`config.mk`:
```
export PLATFORM = sky130hd
export DESIGN_NAME = fetch_unit
export DESIGN_NICKNAME = d
export VERILOG_FILES = /design/src/rtl/fetch_unit.sv
export SDC_FILE = /design/constraint.sdc
export NUM_CORES = 1
export LEC_CHECK = 0
export CAP_MARGIN = 0
export CORE_MARGIN = 2
export CORE_UTILIZATION = 60
export DETAILED_ROUTE_END_ITERATION = 12
export GPL_ROUTABILITY_DRIVEN = 1
export GPL_TIMING_DRIVEN = 0
export PLACE_DENSITY = 0.88
export SLEW_MARGIN = 20
export SYNTH_ARGS = -nofsm -noshare
export SYNTH_HDL_FRONTEND = slang
export SYNTH_SLANG_ARGS = --single-unit
```
`constraint.sdc`:
```
create_clock -name clk_in -period 19.36 [get_ports clk_in]
set_input_delay 5.808 -clock clk_in [delete_from_list [all_inputs] [get_ports clk_in]]
set_output_delay 5.808 -clock clk_in [all_outputs]
set_load 0.01 [all_outputs]
```
`src/rtl/fetch_unit.sv`:
```
// Instruction fetch stage with a 16-entry direct-mapped instruction cache.
// A miss blocks in WAIT until the memory controller returns the word.
module fetch_unit (
    input  logic        clk_in,
    input  logic        rst_in,
    input  logic        stall_in,
    input  logic        jump_in,
    input  logic [31:0] jump_pc_in,
    output logic        mem_req_out,
    output logic [31:0] mem_addr_out,
    input  logic        mem_done_in,
    input  logic [31:0] mem_data_in,
    output logic [31:0] pc_out,
    output logic [31:0] instru_out,
    output logic        valid_out,
    output logic        stall_req_out
);
    // state | meaning
    // IDLE  | issue from the cache on a hit, start a line fill on a miss
    // WAIT  | fill outstanding; mem_req_out/mem_addr_out held until mem_done_in

    typedef enum logic {IDLE, WAIT} state_t;

    state_t      state;
    logic [31:0] fetch_pc;
    logic [15:0] line_valid;
    logic [25:0] line_tag  [16];
    logic [31:0] line_data [16];

    logic [3:0]  pc_idx;
    logic [25:0] pc_tag;
    logic        hit;
    logic [3:0]  fill_idx;
    logic        fill_en;

    assign pc_idx        = fetch_pc[5:2];
    assign pc_tag        = fetch_pc[31:6];
    assign hit           = line_valid[pc_idx] && (line_tag[pc_idx] == pc_tag);
    // The fill lands where the request was aimed, not where the PC points now.
    assign fill_idx      = mem_addr_out[5:2];
    assign fill_en       = rst_in && (state == WAIT) && mem_done_in;
    assign stall_req_out = (state == WAIT);

    always_ff @(posedge clk_in) begin
        if (fill_en) begin
            line_tag[fill_idx]  <= mem_addr_out[31:6];
            line_data[fill_idx] <= mem_data_in;
        end
    end

    always_ff @(posedge clk_in) begin
        if (!rst_in) begin
            state        <= IDLE;
            fetch_pc     <= '0;
            line_valid   <= '0;
            mem_req_out  <= 1'b0;
            mem_addr_out <= '0;
            pc_out       <= '0;
            instru_out   <= '0;
            valid_out    <= 1'b0;
        end else begin
            case (state)
                IDLE: begin
                    if (jump_in) begin
                        fetch_pc  <= jump_pc_in;
                        valid_out <= 1'b0;
                    end else if (!stall_in) begin
                        if (hit) begin
                            pc_out     <= fetch_pc;
                            instru_out <= line_data[pc_idx];
                            valid_out  <= 1'b1;
                            fetch_pc   <= fetch_pc + 32'd4;
                        end else begin
                            mem_req_out  <= 1'b1;
                            mem_addr_out <= {fetch_pc[31:2], 2'b00};
                            valid_out    <= 1'b0;
                            state        <= WAIT;
                        end
                    end
                end
                WAIT: begin
                    // A redirect does not cancel the fill; both may happen together.
                    if (mem_done_in) begin
                        line_valid[fill_idx] <= 1'b1;
                        mem_req_out          <= 1'b0;
                        state                <= IDLE;
                    end
                    if (jump_in) begin
                        fetch_pc <= jump_pc_in;
                    end
                end
                default: state <= IDLE;
            endcase
        end
    end

endmodule

```
### Word level (Yosys, flattened, before mapping)

Memory sizes are Yosys's and may differ from the RTL's. A register that Yosys moved wholly into a read port is not among the register bits.
Index checks and enable logic that the tools add are counted.

* flip-flop bits (word level): 113
* bits in latches: 0
* bits in writable memories: 928
* memory bits (read-only): 0
* input port bits: 69
* output and inout bits: 99
* word-level logic and storage cells: 64
* memories: 2

* $add $sub $neg: 1
* $mul: 0
* divide/modulo/power cells: 0
* $lt $le $gt $ge: 3
* eq/ne operators: 9
* shifts and indexed selects: 0
* muxes and demuxes: 26
* bitwise operators: 5
* reductions and logical operators: 11

Memory list
* line_data: words 16, width 32, read ports 1, clocked after memory_dff 1, wr ports 1, line 28 `logic [31:0] line_data [16];`
* line_tag: words 16, width 26, read ports 1, clocked after memory_dff 1, wr ports 1, line 27 `logic [25:0] line_tag [16];`

Operator list (number)
* 2-to-1 mux 32 bit: 4
* one-hot mux 32 bit (2 select lines): 1
* adder 32 x 3 -> 32 bit, second input constant: 1
* == test 26 bit: 1
* bitwise OR 16 bit: 1
* 2-to-1 mux 1 bit: 15
* AND reduction 4 bit: 3
* < comparator 4 x 5 -> 1 bit, second input constant: 2
* != test 2 bit, second input constant: 5
* 2-to-1 mux 4 bit: 2
* != test 3 bit, second input constant: 2
* binary-select mux 1 bit (select 4 bit): 1
* demux 1 bit (select 4 bit): 1
* >= comparator 4 x 1 -> 1 bit, second input constant: 1
* logical AND 1 bit: 4
* inverter 1 bit: 4
* one-hot mux 1 bit (2 select lines): 2
* AND reduction 2 bit: 2
* AND reduction 3 bit: 1
* != test 2 x 1 -> 1 bit, second input constant: 1
* logical NOT 1 bit: 1

### Depth between registers and ports, before layout

* word-level depth: 9
* depth in mapped cells: 15

### Worst setup path after synthesis

No wires, ideal clock.

* kind: input to register
* from: in rst_in
* to: mem line_data[0][0], enable pin
* setup time: 548 ps
* arrival: 10481 ps
* path slack: 8331 ps
* stages on the path: 4
* buffers on the path: 1
* cells stage by stage: clkbuf_1 -> nand3_1 -> or3_1 -> nor3_1

* word-level cells in the longest chain between the ends: 4

RTL lines
* start, declared: line 5 `input logic rst_in,`
* logical AND 1 bit (2 in a row): line 41 `assign fill_en = rst_in && (state == WAIT) && mem_done_in;`
* 2-to-1 mux 1 bit: line 45 `if (fill_en) begin`
* 2-to-1 mux 1 bit (not written as such): line 47 `line_data[fill_idx] <= mem_data_in;`
* end, declared: line 28

Every way passes these cells.

### Worst setup path after layout

* from: in jump_in
* to: reg instru_out[7], read port of line_data

* word-level cells in the longest chain between the ends: 2

RTL lines
* start, declared: line 7 `input logic jump_in,`
* inverter 1 bit (no line)
* AND reduction 4 bit (no line)
* end, declared: line 14 `output logic [31:0] instru_out,`

Every way passes these cells.
A chain may end at the register's enable or synchronous reset.

==> reports/metrics.csv <==
metric,value,unit
"Top FF cell, synth",edfxtp_1,
compound-cell area share of the yosys netlist,3.03,%
final hold slack,0.468,ns
min Tclk post-route,8.20,ns
final worst slack,11.16,ns
Worst-path clk slew,0.06,ns
cell row count,97,
Final period util,42.4,%
endpoints failing setup,0,
warnings from Yosys,0,
initial antenna violation count,5,
worst vdd ir,109,uV
Startpoint Class,input pin,
Pre-antenna DRT Iters,11,
post-synthesis adder-cell area fraction,0.0294,%
"reg-to-reg slack, setup",13.24,ns
Die H,270,microns
RSZ-0062 raised after global routing,false,
met1 usage,45.0,%
max frequency,122,MHz
Final #Nets,2682,
RD Place Congestion,0.938,
grt met3 use,8.32,%
endpoints failing hold,0,
FILL cells,3965,
die area,0.0731,sq mm
fraction of layout cells with a size suffix above 1,21.5,%
Post-Route Skew,0.0470,ns
asr flop ratio synth,0,%
Die Width,270,microns
largest family of logic cells by synthesized area,multiplexers,
Starting DRT DRC Count,4302,
hold-fix buffers at CTS,0,
Clock Sinks,1077,
mux cell area share after synthesis,17.5,%
CP Data Arrival Time,8.77,ns
clk root buf,clkbuf_16,
post-DP HPWL,81400,microns
Total GRT Usage,35.9,%
# Post-CTS Setup Buffers,0,
Antenna Nets Post-Route,0,
PostCTS Resize Cnt,0,
Slew Limit Headroom,24.9,%
failing checks,design-rule violations,
status,finished with violations,
Via density,7.06,
CP endpoint kind,flip-flop,
Mean Syn Cell Area,18.8,sq um
final count of pins violating max slew,0,
pin slew with the least headroom to its limit,1.12,ns
GR peak layer,met2,
register area share after synthesis,72.5,%
Place WS,10.66,ns
clock latency on the worst-skew pair,0.69,ns
CP Class,input pin to flip-flop,
via count,25700,
Top Ports,168,
vias in the first global route,25700,
first-pass GRT wire length,185000,microns
Post-route DRC,2,
htree depth,3,
clock buffer depth,3,
"Cell Area, Placed",0.0469,sq mm
grt met2 use,59.0,%
pin count of the biggest net entering global routing,20,
initial core utilization,60.7,%
Placeable Area,0.0701,sq mm
Yosys cell types,75,
Power per Cell Area,97.0,mW/mm^2
MaxCap Viol Count,0,
CTS tree,done,
Mapped Area,0.0426,sq mm
TNS Setup,0,ns
WL/cell,35.8,microns
leak pwr,16.6,nW
Num CTS Buffers,101,
Post-synth EDFFs,928,
Synth Instances,2262,
Worst Hold Class,flip-flop to flip-flop,
port bufs,164,
synth-to-layout area growth,17.9,%
Critical Path RT,19.93,ns
xor and xnor area share after synthesis,0.535,%
final instance area,0.0502,sq mm
Post-Synth Simple-Gate Area,4.51,%
"FF+latch count, synth",1077,
crit-path max FO,10,
GRT overflow,0,
Routed WL,130000,microns
==> power breakdown <==
part           leakage (nW)  switching (mW)  internal, mW  total [mW]
Clock                  1.61           0.892          1.10        2.00
Combinational          4.77           0.203         0.139       0.342
Sequential             10.2          0.0153          2.52        2.53
==> layer usage <==
layer,routed length (microns),vias to the layer above
met4,8570,8
li1,-,9831
met3,16700,540
met5,49,-
met1,41400,12800
met2,63800,2516
==> stage by stage <==
stage / total power, mW / utilization, % / std cells
global route: 4.96 / 71.5 / 3642
CTS: 4.85 / 71.5 / 3639
floorplan: 2.78 / - / 2263
global placement: 2.89 / 64.7 / 3367
finish: 4.87 / 71.5 / 3644
detailed placement: 2.91 / 66.8 / 3449
==> registers in the layout, indices dropped and copies added (netlist names), named ones only <==
register / cells
line_data: 512
line_tag: 416
fetch_pc: 32
instru_out: 32
pc_out: 32
mem_addr_out: 30
line_valid: 16
mem_req_out: 1
stall_req_out: 1
valid_out: 1
==> cell families (layout without fill, tap and decap cells) <==
| logic type | count (synthesis) | in the layout |
|---|---|---|
| multiplexers | 438 | 438 |
| other | 1 | 7 |
| AO/OA/AOI/OAI | 181 | 181 |
| AND/OR/NAND/NOR | 374 | 374 |
| XOR/XNOR | 26 | 26 |
| buffers and inverters | 164 | 600 |
| flip-flops | 1077 | 1077 |
| adder cells (fa/ha/maj) | 1 | 1 |
==> cell usage after synthesis, types with 3 or more instances <==
cell | count | area (sq um)
a2111oi_0 | 3 | 26.3
a211oi_1 | 5 | 37.5
a21boi_0 | 3 | 22.5
a21o_1 | 19 | 143
a21oi_1 | 28 | 140
a221o_1 | 4 | 40.0
a221oi_1 | 8 | 70.1
a22o_1 | 4 | 35.0
a22oi_1 | 8 | 60.1
a31oi_1 | 10 | 62.6
and2_1 | 5 | 31.3
and3_1 | 8 | 50.1
and4_1 | 3 | 26.3
buf_1 | 19 | 71.3
buf_2 | 20 | 100
buf_4 | 18 | 135
buf_6 | 9 | 101
clkbuf_1 | 77 | 289
dfxtp_1 | 149 | 2980
edfxtp_1 | 928 | 27900
inv_1 | 17 | 63.8
mux2_2 | 18 | 203
mux2i_1 | 174 | 1740
mux4_2 | 244 | 5500
nand2_1 | 113 | 424
nand2b_1 | 10 | 62.6
nand3_1 | 25 | 125
nand4_1 | 16 | 100
nor2_1 | 48 | 180
nor2b_1 | 81 | 507
nor3_1 | 26 | 130
nor4_1 | 15 | 93.8
nor4b_1 | 3 | 26.3
o211a_1 | 4 | 40.0
o211ai_1 | 11 | 82.6
o21ai_0 | 26 | 130
o22ai_1 | 16 | 100
o32ai_1 | 3 | 26.3
or3_1 | 8 | 50.1
or4_1 | 3 | 22.5
xnor2_1 | 18 | 158
xor2_1 | 8 | 70.1
==> worst paths after layout <==
path	start	end	cells after the start
max	jump_in	instru_out[7]	7
min reg2reg	line_valid[0]	line_valid[0]	1
min	line_valid[0]	line_valid[0]	1
max reg2reg	flip-flop	instru_out[7]	15
==> critical path, cell delays in order <==
cell	delay [ns]
clkdlybuf4s50_1	0.49
or3_1	0.44
nor4_2	0.85
buf_4	0.43
buf_4	0.35
mux2i_1	0.28
nor2b_1	0.10
==> placed cells by master, fill, tap and decap left out, types with 18 or more instances in the layout <==
cell type,instances
edfxtp_1,928
clkbuf_16,103
mux4_2,244
clkinv_2,20
buf_16,24
nor2_1,35
o21ai_0,26
buf_2,20
buf_6,18
mux2_2,18
buf_4,48
clkdlybuf4s50_1,164
clkbuf_1,98
nand3_1,25
buf_12,18
a21o_1,19
nand2_1,113
dfxtp_1,149
a21oi_1,28
mux2i_1,174
nor2b_1,81
clkinv_1,21
nor3_1,22
xnor2_1,18
==> final cells by class <==
cell class / instances / area (sq um) / area share, %
antenna: 5 / 12.5 / 0.0249
buffer: 146 / 737 / 1.47
clock buffer: 133 / 2750 / 5.49
clock inverter: 57 / 551 / 1.10
inverter: 18 / 67.6 / 0.135
multi-input combinational: 1022 / 11000 / 22.0
sequential: 1077 / 30800 / 61.5
tap: 940 / 1180 / 2.34
timing repair buffer: 246 / 3000 / 5.99
Note: power is estimated with default switching activity, not from simulation.
==> edit (same flow settings) <==
Reset style: asynchronous (`rst_in`), changed in one clocked block.
--- a/src/rtl/fetch_unit.sv
+++ b/src/rtl/fetch_unit.sv
@@ -50,3 +50,3 @@
 
-    always_ff @(posedge clk_in) begin
+    always_ff @(posedge clk_in or negedge rst_in) begin
         if (!rst_in) begin
Check against the original RTL: not settled (the Yosys comparison gave no result); the edit may change what the design does.
==> edit against the unedited design <==
  * Sequential share of layout area grew 1.1 points
  * Routed wire length grew 2.1%
  * Worst hold slack gained 2.2 ps
  * Total power grew 9.9%
  * Count of clock-buffer cells in the layout grew 5
  * Worst setup slack lost 37 ps
  * Critical path type unchanged
  * Largest power group unchanged
  * Design area grew 0.29%
  * Clock power grew 4%
  * Via count shrank 3.0%
  * Sequential cell count shrank 4
  * Synthesized area grew 0.46%
==> edit: results (changes against the unedited design) <==
Synthesis
  • Synth top area cells: edfxtp_1, mux4_2, dfrtp_1 (was edfxtp_1, mux4_2, dfxtp_1)
  • Post-synthesis xor/xnor area fraction: 0.307% (was 0.535%)
  • Asr flop ratio synth: 13.5% (was 0%)
  • Sequential cell area fraction in the yosys report: 73.7% (was 72.5%)
  • Synth cell types: 82 (was 75)
  • Commonest cells post-synth: edfxtp_1, mux4_2, dfrtp_1 (was edfxtp_1, mux4_2, mux2i_1)
  • Post-synthesis compound-gate area fraction: 3.73% (was 3.03%)
  • Post-synthesis adder-cell area fraction: 0.0293% (was 0.0294%)
  • EDFF count, synth: 928 (unchanged)
  • Post-synthesis mux area share: 17.2% (was 17.5%)

Layout
  • Layout cells sized above 1: 25.2% (was 21.5%)
  • NumNets Final: 2549 (was 2682)

Placed design
  • Number of I/O port buffers: 165 (was 164)
  • DP HPWL: 80800 um (was 81400 um)
  • GPL Wtd Cong: 0.963 (was 0.938)

Global route
  • Largest net degree at the start of global routing: 84 (was 20)
  • Initial antenna violation count: 4 (was 5)
  • First-pass GRT wire length: 190000 um (was 185000 um)
  • GRT Total Usage: 36.8% (was 35.9%)
  • Number of global-route vias before repair: 25751 (was 25661)

Clocking
  • Clock Path Buffers: 3 (unchanged)
  • Number of CTS-inserted buffers: 103 (was 101)
  • Post-CTS Resized: 0 (unchanged)
  • Clk_lat worst skew: 690 ps (about the same)

Timing
  • Worst Skew: 38.3 ps (was 47.0 ps)
  • Worst-Margin Slew: 1200 ps (was 1120 ps)

Route
  • DR pass1 iterations: 8 (was 11)
  • First DRT Iteration DRCs: 3978 (was 4302)
  • Avg WL per Cell: 37.9 um (was 35.8 um)
  • Vias/cell: 7.11 (was 7.06)

Power and ir drop
  • Pleak: 16.8 nW (was 16.6 nW)
  • Peak VDD IR: 0.0941 mV (was 0.109 mV)

Status
  • Status: finished, final reports clean (was finished, violations left)

Min path
  • Hold_sp: line_valid[15] (was line_valid[0])

Critical path
  • CP startpoint: stall_in (was jump_in)
  • Crit path max fanout: 10 (unchanged)
-- edit: cells by family (layout without fill, tap and decap cells) --
kind of cell,Yosys count,after routing
compound gates,219,219
xor+xnor,15,15
fa+ha+maj,1,1
buf+inv,154,565
flops,1073,1073
mux,445,445
other cells,1,5
simple gates,248,248
-- edit: final cells by class --
class / instances / area (um^2)
tap: 940 / 1180
buffer: 135 / 790
timing repair buffer: 217 / 2830
clock buffer: 138 / 2770
multi-input combinational: 930 / 10500
inverter: 19 / 71.3
antenna: 3 / 7.51
sequential: 1073 / 31500
clock inverter: 56 / 646
fill: 3851 / 19900
-- edit: per-layer routing --
metal,up-vias,track usage (%),wire length (um)
met5,-,0,0
met4,0,21.1,8280
met3,484,7.93,15000
met2,2177,58.9,64700
met1,12793,47.1,45100
li1,9501,-,-
-- edit: final timing paths --
check | end | depth (start not counted) | slack, ps
setup / recovery | fetch_pc[4] | 8 | 11120
hold / removal | line_valid[15] | 1 | 470
setup reg to reg | fetch_pc[25] | 14 | 13680
hold reg to reg | line_valid[15] | 1 | 470
max in group asynchronous | instru_out[5] | 2 | 13330
min in group asynchronous | fetch_pc[18] | 1 | 5110
-- edit: critical path, stage by stage --
cell	delay [ps]
clkdlybuf4s50_1	610
a311oi_1	470
o21ai_0	230
a2111oi_4	460
and2b_1	370
buf_2	310
nand4_1	130
a31oi_1	370
-- edit: stage by stage --
stage          util, %  hold slack, ps  worst slack [ps]  cell area (um^2)  instances
5_1_grt           71.6             493             11120             50300       3510
6_report          71.6             470             11120             50300       3511
2_1_floorplan        -             432             10050             42800       2157
4_1_cts           71.6             474             11270             50300       3508
3_5_place_dp      66.7             460             10600             46900       3314
3_3_place_gp      64.9             445               337             45600       3262
-- edit: power breakdown --
| group | switching, mW | internal, mW | leakage, nW | total [mW] |
|---|---|---|---|---|
| Sequential | 0.106 | 2.63 | 10.1 | 2.73 |
| Clock | 0.914 | 1.16 | 1.65 | 2.08 |
| Combinational | 0.315 | 0.225 | 5.06 | 0.540 |
| Total | 1.34 | 4.01 | 16.8 | 5.35 |
